[config.mk]
export PLATFORM = sky130hd
export DESIGN_NAME = sha_mem_arbiter
export DESIGN_NICKNAME = d
export VERILOG_FILES = /design/src/rtl/sha_mem_arbiter.sv
export SDC_FILE = /design/constraint.sdc
export NUM_CORES = 1
export LEC_CHECK = 0
export ABC_AREA = 1
export BUFFER_PORTS_ARGS = -buffer_cell sky130_fd_sc_hd__buf_2
export CAP_MARGIN = 15
export CORE_AREA = 2 2 212 214
export CTS_CLUSTER_SIZE = 28
export DETAILED_ROUTE_END_ITERATION = 8
export DIE_AREA = 0 0 214 216
export SLEW_MARGIN = 20
export SYNTH_ARGS = -nofsm -noshare
export SYNTH_HDL_FRONTEND = slang
export SYNTH_SLANG_ARGS = --single-unit
[constraint.sdc]
create_clock -name clk -period 4.4 [get_ports clk]
set_clock_uncertainty 0.2 [all_clocks]
set_input_delay 0.44 -clock clk [delete_from_list [all_inputs] [get_ports clk]]
set_output_delay 0.44 -clock clk [all_outputs]
set_load 0.01 [all_outputs]
[src/rtl/sha_mem_arbiter.sv]
// sha_mem_arbiter
//   Shares one synchronous memory port among NUM_CORES SHA-256 cores.
//   A requesting core gets a registered one-hot grant and owns the port
//   for a burst of beats (beat = cycle with grant & request). Ownership
//   rotates round-robin, and a burst is capped at MAX_BURST beats.
//   Read data returns one cycle after the read beat with a per-core strobe.
//
// Optional feature: define SHA_ARB_FIXED_PRIO_EN to make arbitration always
//   search from core 0 (lowest requesting index wins). The default build
//   uses round-robin search starting at owner+1.
//
// Ports:
//   clk, reset_n          clock, async active-low reset
//   core_req/last/we      per-core request, last-beat marker, write flag
//   core_addr/core_wdata  packed per-core address / write data
//   core_gnt              registered one-hot grant
//   core_rvalid           per-core read-data strobe (beat + 1 cycle)
//   core_rdata            broadcast of mem_read_data
//   mem_we/addr/write_data  memory port, muxed from the owner during a beat
//   mem_read_data         synchronous-read memory output
//   busy                  any grant held
module sha_mem_arbiter #(
  parameter int NUM_CORES = 8,
  parameter int ADDR_W    = 16,
  parameter int DATA_W    = 32,
  parameter int MAX_BURST = 16
) (
  input  logic                        clk,
  input  logic                        reset_n,
  input  logic [NUM_CORES-1:0]        core_req,
  input  logic [NUM_CORES-1:0]        core_last,
  input  logic [NUM_CORES-1:0]        core_we,
  input  logic [NUM_CORES*ADDR_W-1:0] core_addr,
  input  logic [NUM_CORES*DATA_W-1:0] core_wdata,
  output logic [NUM_CORES-1:0]        core_gnt,
  output logic [NUM_CORES-1:0]        core_rvalid,
  output logic [DATA_W-1:0]           core_rdata,
  output logic                        mem_we,
  output logic [ADDR_W-1:0]           mem_addr,
  output logic [DATA_W-1:0]           mem_write_data,
  input  logic [DATA_W-1:0]           mem_read_data,
  output logic                        busy
);
  localparam int IDX_W = (NUM_CORES > 1) ? $clog2(NUM_CORES) : 1;

  typedef enum logic {S_IDLE = 1'b0, S_OWN = 1'b1} state_t;

  state_t                 r_state, w_state_nxt;
  logic [IDX_W-1:0]       r_owner;
  logic [7:0]             r_beats;   // beats already completed in this burst
  logic [NUM_CORES-1:0]   r_gnt;
  logic [NUM_CORES-1:0]   r_rvalid;

  logic                   w_beat, w_end, w_arb, w_found;
  logic [IDX_W-1:0]       w_win, w_idx;
  int                     w_start;

  // A beat needs the owner to be requesting; OWN already implies its grant.
  assign w_beat = (r_state == S_OWN) && core_req[r_owner];

  // Burst ends after a last beat, after the MAX_BURST-th beat, or after a
  // granted cycle in which the owner was not requesting.
  assign w_end = (r_state == S_OWN) &&
                 (!core_req[r_owner] || core_last[r_owner] ||
                  (r_beats == 8'(MAX_BURST - 1)));

  assign w_arb = ((r_state == S_IDLE) && (|core_req)) || w_end;

  // Wrapping priority search; the previous owner is checked last.
  always_comb begin
    w_found = 1'b0;
    w_win   = '0;
    w_idx   = '0;
`ifdef SHA_ARB_FIXED_PRIO_EN
    w_start = 0;
`else
    w_start = (int'(r_owner) + 1) % NUM_CORES;
`endif
    for (int k = 0; k < NUM_CORES; k++) begin
      w_idx = IDX_W'((w_start + k) % NUM_CORES);
      if (!w_found && core_req[w_idx]) begin
        w_found = 1'b1;
        w_win   = w_idx;
      end
    end
  end

  // State register
  always_ff @(posedge clk or negedge reset_n) begin
    if (!reset_n) r_state <= S_IDLE;
    else          r_state <= w_state_nxt;
  end

  // Next-state logic
  always_comb begin
    w_state_nxt = r_state;
    case (r_state)
      S_IDLE:  if (w_found) w_state_nxt = S_OWN;
      S_OWN:   if (w_end && !w_found) w_state_nxt = S_IDLE;
      default: w_state_nxt = S_IDLE;
    endcase
  end

  // Owner, grant, beat counter and read-return strobe
  always_ff @(posedge clk or negedge reset_n) begin
    if (!reset_n) begin
      r_owner  <= IDX_W'(NUM_CORES - 1);   // so core 0 wins first
      r_beats  <= '0;
      r_gnt    <= '0;
      r_rvalid <= '0;
    end else begin
      r_rvalid <= '0;
      if (w_beat && !core_we[r_owner]) r_rvalid[r_owner] <= 1'b1;
      if (w_arb) begin
        r_beats <= '0;
        if (w_found) begin
          r_owner <= w_win;
          r_gnt   <= NUM_CORES'(1) << w_win;
        end else begin
          r_gnt   <= '0;
        end
      end else if (w_beat) begin
        r_beats <= r_beats + 8'd1;
      end
    end
  end

  // Outputs: memory port is driven only during a beat, zero otherwise.
  always_comb begin
    mem_we         = 1'b0;
    mem_addr       = '0;
    mem_write_data = '0;
    if (w_beat) begin
      mem_we         = core_we[r_owner];
      mem_addr       = core_addr[int'(r_owner)*ADDR_W +: ADDR_W];
      mem_write_data = core_wdata[int'(r_owner)*DATA_W +: DATA_W];
    end
    busy = |r_gnt;
  end

  assign core_gnt    = r_gnt;
  assign core_rvalid = r_rvalid;
  assign core_rdata  = mem_read_data;

endmodule

# ---- Word level (Yosys, flattened, before mapping)
# Cells that the tools add are included.
dict set report word_totals {
  ff_bits 28
  in_bits 442
  elab_cells 109
  out_inout_bits 98
}
dict set report op_classes {
  n_reduce_logical 30
  mux 50
  n_eq_ne 1
  shift 3
  bitwise 1
  add_sub_neg 9
  order_cmp 10
}
# operator count
set ops {}
lappend ops {{256-bit by 9-bit variable part select with 32-bit output} 1}
lappend ops {{128-bit by 8-bit variable part select with 16-bit output} 1}
lappend ops {{3-bit by 4-bit less-than comparator with 1-bit output, second input constant} 9}
lappend ops {{1-bit binary-select mux with 3-bit select} 11}
lappend ops {{32-bit 2-to-1 mux} 1}
lappend ops {{8-bit 2-to-1 mux} 4}
lappend ops {{3-bit 2-to-1 mux} 8}
lappend ops {{1-bit 2-to-1 mux} 23}
lappend ops {{16-bit 2-to-1 mux} 1}
lappend ops {{8-bit OR reduction} 2}
lappend ops {{1-bit logical AND} 13}
lappend ops {{3-bit adder, second input constant} 4}
lappend ops {{1-bit zero test} 10}
lappend ops {{8-bit by 1-bit adder with 8-bit output, second input constant} 1}
lappend ops {{8-bit by 4-bit == test with 1-bit output, second input constant} 1}
lappend ops {{1-bit by 3-bit << shifter with 8-bit output, first input constant} 1}
lappend ops {{3-bit by 1-bit adder with 3-bit output, second input constant} 2}
lappend ops {{3-bit by 2-bit adder with 3-bit output, second input constant} 2}
lappend ops {{1-bit demux with 3-bit select} 1}
lappend ops {{3-bit by 1-bit greater-or-equal comparator with 1-bit output, second input constant} 1}
lappend ops {{1-bit logical OR} 3}
lappend ops {{1-bit one-hot mux with 2 select lines} 1}
lappend ops {{2-bit AND reduction} 1}
lappend ops {{2-bit nonzero test} 1}
lappend ops {{1-bit NOT} 1}

# ---- Longest topological paths before layout
dict set report logic_depth {
  ltp_word 29
  ltp_mapped 23
  mapped_depth_nobuf 19
}

# ---- Worst setup path before layout
# No wires, ideal clock.
dict set report synth_path {
  path_kind {register to register}
  start {register r_owner[0]}
  end {register r_gnt[0], in the netlist core_gnt[0]}
  path_slack_ns 1.436
  setup_time_ns 0.116
  path_stages_with_launch 23
  period_less_slack_ns 2.964
  t_arrival_ns 2.648
  cell_sequence {dfstp_2 > buf_6 > inv_4 > buf_6 > buf_2 > ha_1 > inv_2 > buf_4 > nand2_1 > nand2_2 > nand2_1 > nand2_1 > nand2_1 > nand2_2 > nand2_2 > nor2_4 > nand4_2 > nor2_2 > nor2_2 > nand4_1 > inv_2 > nand2_1 > nand2_1}
}
dict set report synth_via {
  elab_chain_len 27
}
# element line_no
set synth_rtl {}
lappend synth_rtl {{start: declaration} 49} ;# logic [IDX_W-1:0] r_owner;
lappend synth_rtl {{start signal: assignment} 107} ;# r_owner <= IDX_W'(NUM_CORES - 1);
lappend synth_rtl {{start signal: assignment} 117} ;# r_owner <= w_win;
lappend synth_rtl {{branches (longest 27 deep; another with 3-bit by 1-bit adder with 3-bit output)} --}
lappend synth_rtl {{end signal: assignment} 118} ;# r_gnt <= NUM_CORES'(1) << w_win;
lappend synth_rtl {{end: declaration} 51} ;# logic [NUM_CORES-1:0] r_gnt;
# Parallel ways; which one is timed is not known. The select of a mux whose other input is x is not followed.
# A chain may end at the register's enable or synchronous reset.

# ---- Final worst setup path
dict set report layout_path {
  start {register r_owner[0]}
  end {output mem_addr[0]}
}
dict set report layout_via {
  elab_chain_len 4
}
# element line_no
set layout_rtl {}
lappend layout_rtl {{branches (longest 3 deep; another with 128-bit by 8-bit variable part select with 16-bit output)} --}
lappend layout_rtl {{16-bit 2-to-1 mux (*)} 133} ;# if (w_beat) begin
lappend layout_rtl {{end: declaration} 39} ;# output logic [ADDR_W-1:0] mem_addr,
# Every way passes the cells marked *. The select of a mux whose other input is x is not followed.

==> results.yml <==
yosys:
  synth-seq-cells: 28
  synth.avg_cell_area_um2: 6.332
  ys_seq_area_share_pct: 14.73
  yosysWarnings: 0
  synthArstFlopShare_pct: 100.0
  synth-main-ff-cell: "dfrtp_1"
  synth_area_mm2: 0.004781
  syn_nets: 1200
  synthCells: 755
  synth_edf_count: 0
  ys_types: 45
hold_path:
  hold_class: "in -> async"
sta:
  hold_viol_final: 0
  finalMaxSlewViolations: 0
  min_period_ns: 4.109
  timing.fmax_mhz: 243.4
  maxSlewHeadroom_pct: 46.49
  finalCritPeriodShare_pct: 93.38
  setup_viol_count_final: 0
  tns_ns: 0
  rsz0062_at_grt: "false"
  tightest_slew_ns: 0.8027
floorplanning:
  io_pins: 540
  die_height_um: 216
  core_mm2: 0.04384
  die_w_um: 214
  die_area_mm2: 0.04622
  start_util_pct: 10.91
  rows: 77
global_routing:
  grt_pass1_wl_um: 59320
  grt_overflow: 0
  grt_usage_pct: 18.04
  antenna_found_initial: 25
  grt_pass1_vias: 7785
  grt_max_degree: 48
placement:
  gp_congestion: 0.9740
  dp.final_hpwl_um: 37800
  port_buffers: 475
critical_path:
  crit_arrival_ns: 3.47
  cp_slowest_stage_delay_ns: 0.93
  reg2reg_slack_ns: 0.64
  reg2reg_depth: 16
  cp_num_buf_inv: 4
  critPathCaptureType: "primary output"
  rr_startpoint: "r_owner[0]"
  critPathSlowestCell: "dfstp_2"
  path_class: "reg -> out"
  path_delay_family: "buffers and inverters"
  reg2reg_to: "core_gnt[6]"
  start_kind: "flop"
  cp_max_fo: 32
  cpMostUsedCell: "nand2_1"
  path_cells: "inv_4, nand2_1, nand2_1, o21ai_1, nor2_2, nor2_4, inv_2, buf_4, nor4_1, buf_2"
  required_ns: 3.76
routing:
  drc: 0
  wl_um: 43820
  num_vias: 7926
  drt_first_pass_iters: 5
  first_iter_violations: 650
  ant_nets: 0
  detail_route.wl_per_cell_um: 24.65
  via_per_inst: 4.458
clock_network:
  clock-sinks: 28
  holdBufCountCts: 0
  cts_made_buffers: 3
  clock_latency_ns: 0.27
  postCtsSetupBuffers: 0
  clk_path_buf_depth: 2
  clkTransAtPathRegs_ns: 0.07
  post_cts_resized: 0
  cts_tree: "built"
  ctsHtreeMaxLevel: 1
  cts_root_buf: "clkbuf_16"
layout:
  post_route_cells_drive_above_1_share_pct: 50.00
  final_cell_mix: "buf_2 (475), nand2_1 (120), o22ai_1 (118), nor2_1 (67), inv_1 (42)"
  area_growth_pct: 62.52
  nNetsFinal: 1622
  final_common_cell: "buf_2"
  fillCellCount: 5088
status:
  status: "finished, final reports clean"
power:
  power_density_mw_per_mm2: 753.1
  ir_drop_uv: 239.9
  finalPower_w: 0.005852
  p_leak_nw: 3.895
run:
  drv_cap: 0
-- kinds of logic (layout without fill, tap and decap cells) --
logic type      count (synthesis)  count (layout)  share of synthesized area [%]
xor+xnor                        1               1                         0.1832
buf+inv                       139             560                          15.75
simple gates                  353             353                          36.25
compound gates                231             231                          32.30
fa+ha+maj                       3               3                         0.7852
other cells                     0              10                              0
flops                          28              28                          14.73
-- power by group --
part | switching [W] | internal (W) | leakage [nW]
clock | 0.0000939 | 0.000181 | 0.0512
combinational | 0.00350 | 0.00165 | 3.47
sequential | 0.0000988 | 0.000329 | 0.370
total | 0.00369 | 0.00216 | 3.89
-- Yosys cell counts (2+ instances only) --
library cell	n	share of area [%]
buf_2	25	2.6
a221oi_1	2	0.37
buf_4	37	5.8
o21ai_1	4	0.42
dfrtp_1	25	13
buf_6	5	1.2
nand2_2	18	2.4
o21ai_2	4	0.73
o22a_1	19	3.5
inv_4	3	0.39
a22oi_1	2	0.31
nor2_2	11	1.4
o22ai_1	118	15
or4_1	4	0.63
nor2_4	5	1.2
inv_1	43	3.4
a31oi_1	2	0.26
or2_2	10	1.3
o21a_1	5	0.79
buf_1	4	0.31
nor3_1	29	3.0
a211oi_1	2	0.31
nand2_4	6	1.4
o21ai_0	36	3.8
nand4_1	13	1.7
nor4_1	19	2.5
nand3_2	5	1.0
inv_2	5	0.39
a21oi_1	4	0.42
o221ai_1	29	5.3
clkbuf_1	16	1.3
nand2_1	124	9.7
nor2_1	67	5.3
nand3_1	39	4.1
dfstp_2	3	1.6
ha_1	3	0.79
-- how the worst max path moves through the flow --
stage / slack [ns] / end / cells past startpoint / startpoint
6_report: 0.29 / mem_addr[0] / 10 / r_owner[0]
5_1_grt: 0.18 / mem_addr[0] / 10 / r_owner[0]
4_1_cts: 0.32 / mem_addr[10] / 8 / r_owner[1]
3_5_place_dp: 0.63 / mem_addr[10] / 8 / r_owner[1]
3_3_place_gp: 0.59 / mem_addr[10] / 8 / r_owner[1]
2_1_floorplan: 1.44 / core_gnt[0] / 22 / r_owner[0]
-- sequential cells by signal (all words and copies together), names as in the netlist --
register / flops
core_gnt: 8
core_rvalid: 8
r_beats: 8
r_owner: 3
r_state: 1
-- cell type report --
type / instances / area (µm²) / share of cell area, %
antenna: 10 / 25.02 / 0.3221
sequential: 28 / 704.4 / 9.066
multi-input combinational: 588 / 3356 / 43.19
inverter: 51 / 198.9 / 2.560
clock inverter: 1 / 30.03 / 0.3865
clock buffer: 3 / 75.07 / 0.9662
timing repair buffer: 505 / 2640 / 33.98
tap: 592 / 740.7 / 9.533
-- metal layers --
layer / part of all wire (%) / up-vias / wire length, µm / global-route usage (%)
li1: - / 3588 / - / -
met1: 40 / 3763 / 17320 / 21.75
met2: 49 / 511 / 21440 / 31.33
met3: 9.8 / 54 / 4273 / 5.610
met4: 1.6 / 10 / 720 / 3.869
met5: 0.16 / - / 68 / 0
-- metrics by stage --
step	utilization (%)	hold WS, ns	cells	area [µm²]	worst slack (ns)
after floorplan	-	-0.05559	755	4781	1.436
after global placement	17.43	0.2636	1764	7640	0.5945
after detailed placement	17.43	0.2802	1764	7640	0.6251
after CTS	17.67	0.01688	1768	7745	0.3246
after global routing	17.71	0.05184	1776	7765	0.1843
final	17.73	0.0006429	1778	7770	0.2913
-- worst register-to-register path, stage by stage, from the launching register on --
cell and delay (ns):
dfstp_2 0.93, inv_4 0.27, ha_1 0.61, inv_2 0.19, nand2_1 0.11, nand2_2 0.14
nand2_1 0.11, nand3_1 0.09, nand2_2 0.17, nand4_1 0.14, nor2_2 0.16, nand4_1 0.14
nand3_1 0.14, nor2_1 0.06, nor2_2 0.11, nand2_1 0.07, nand2_1 0.06
Note: power is estimated with default switching activity, not from simulation.
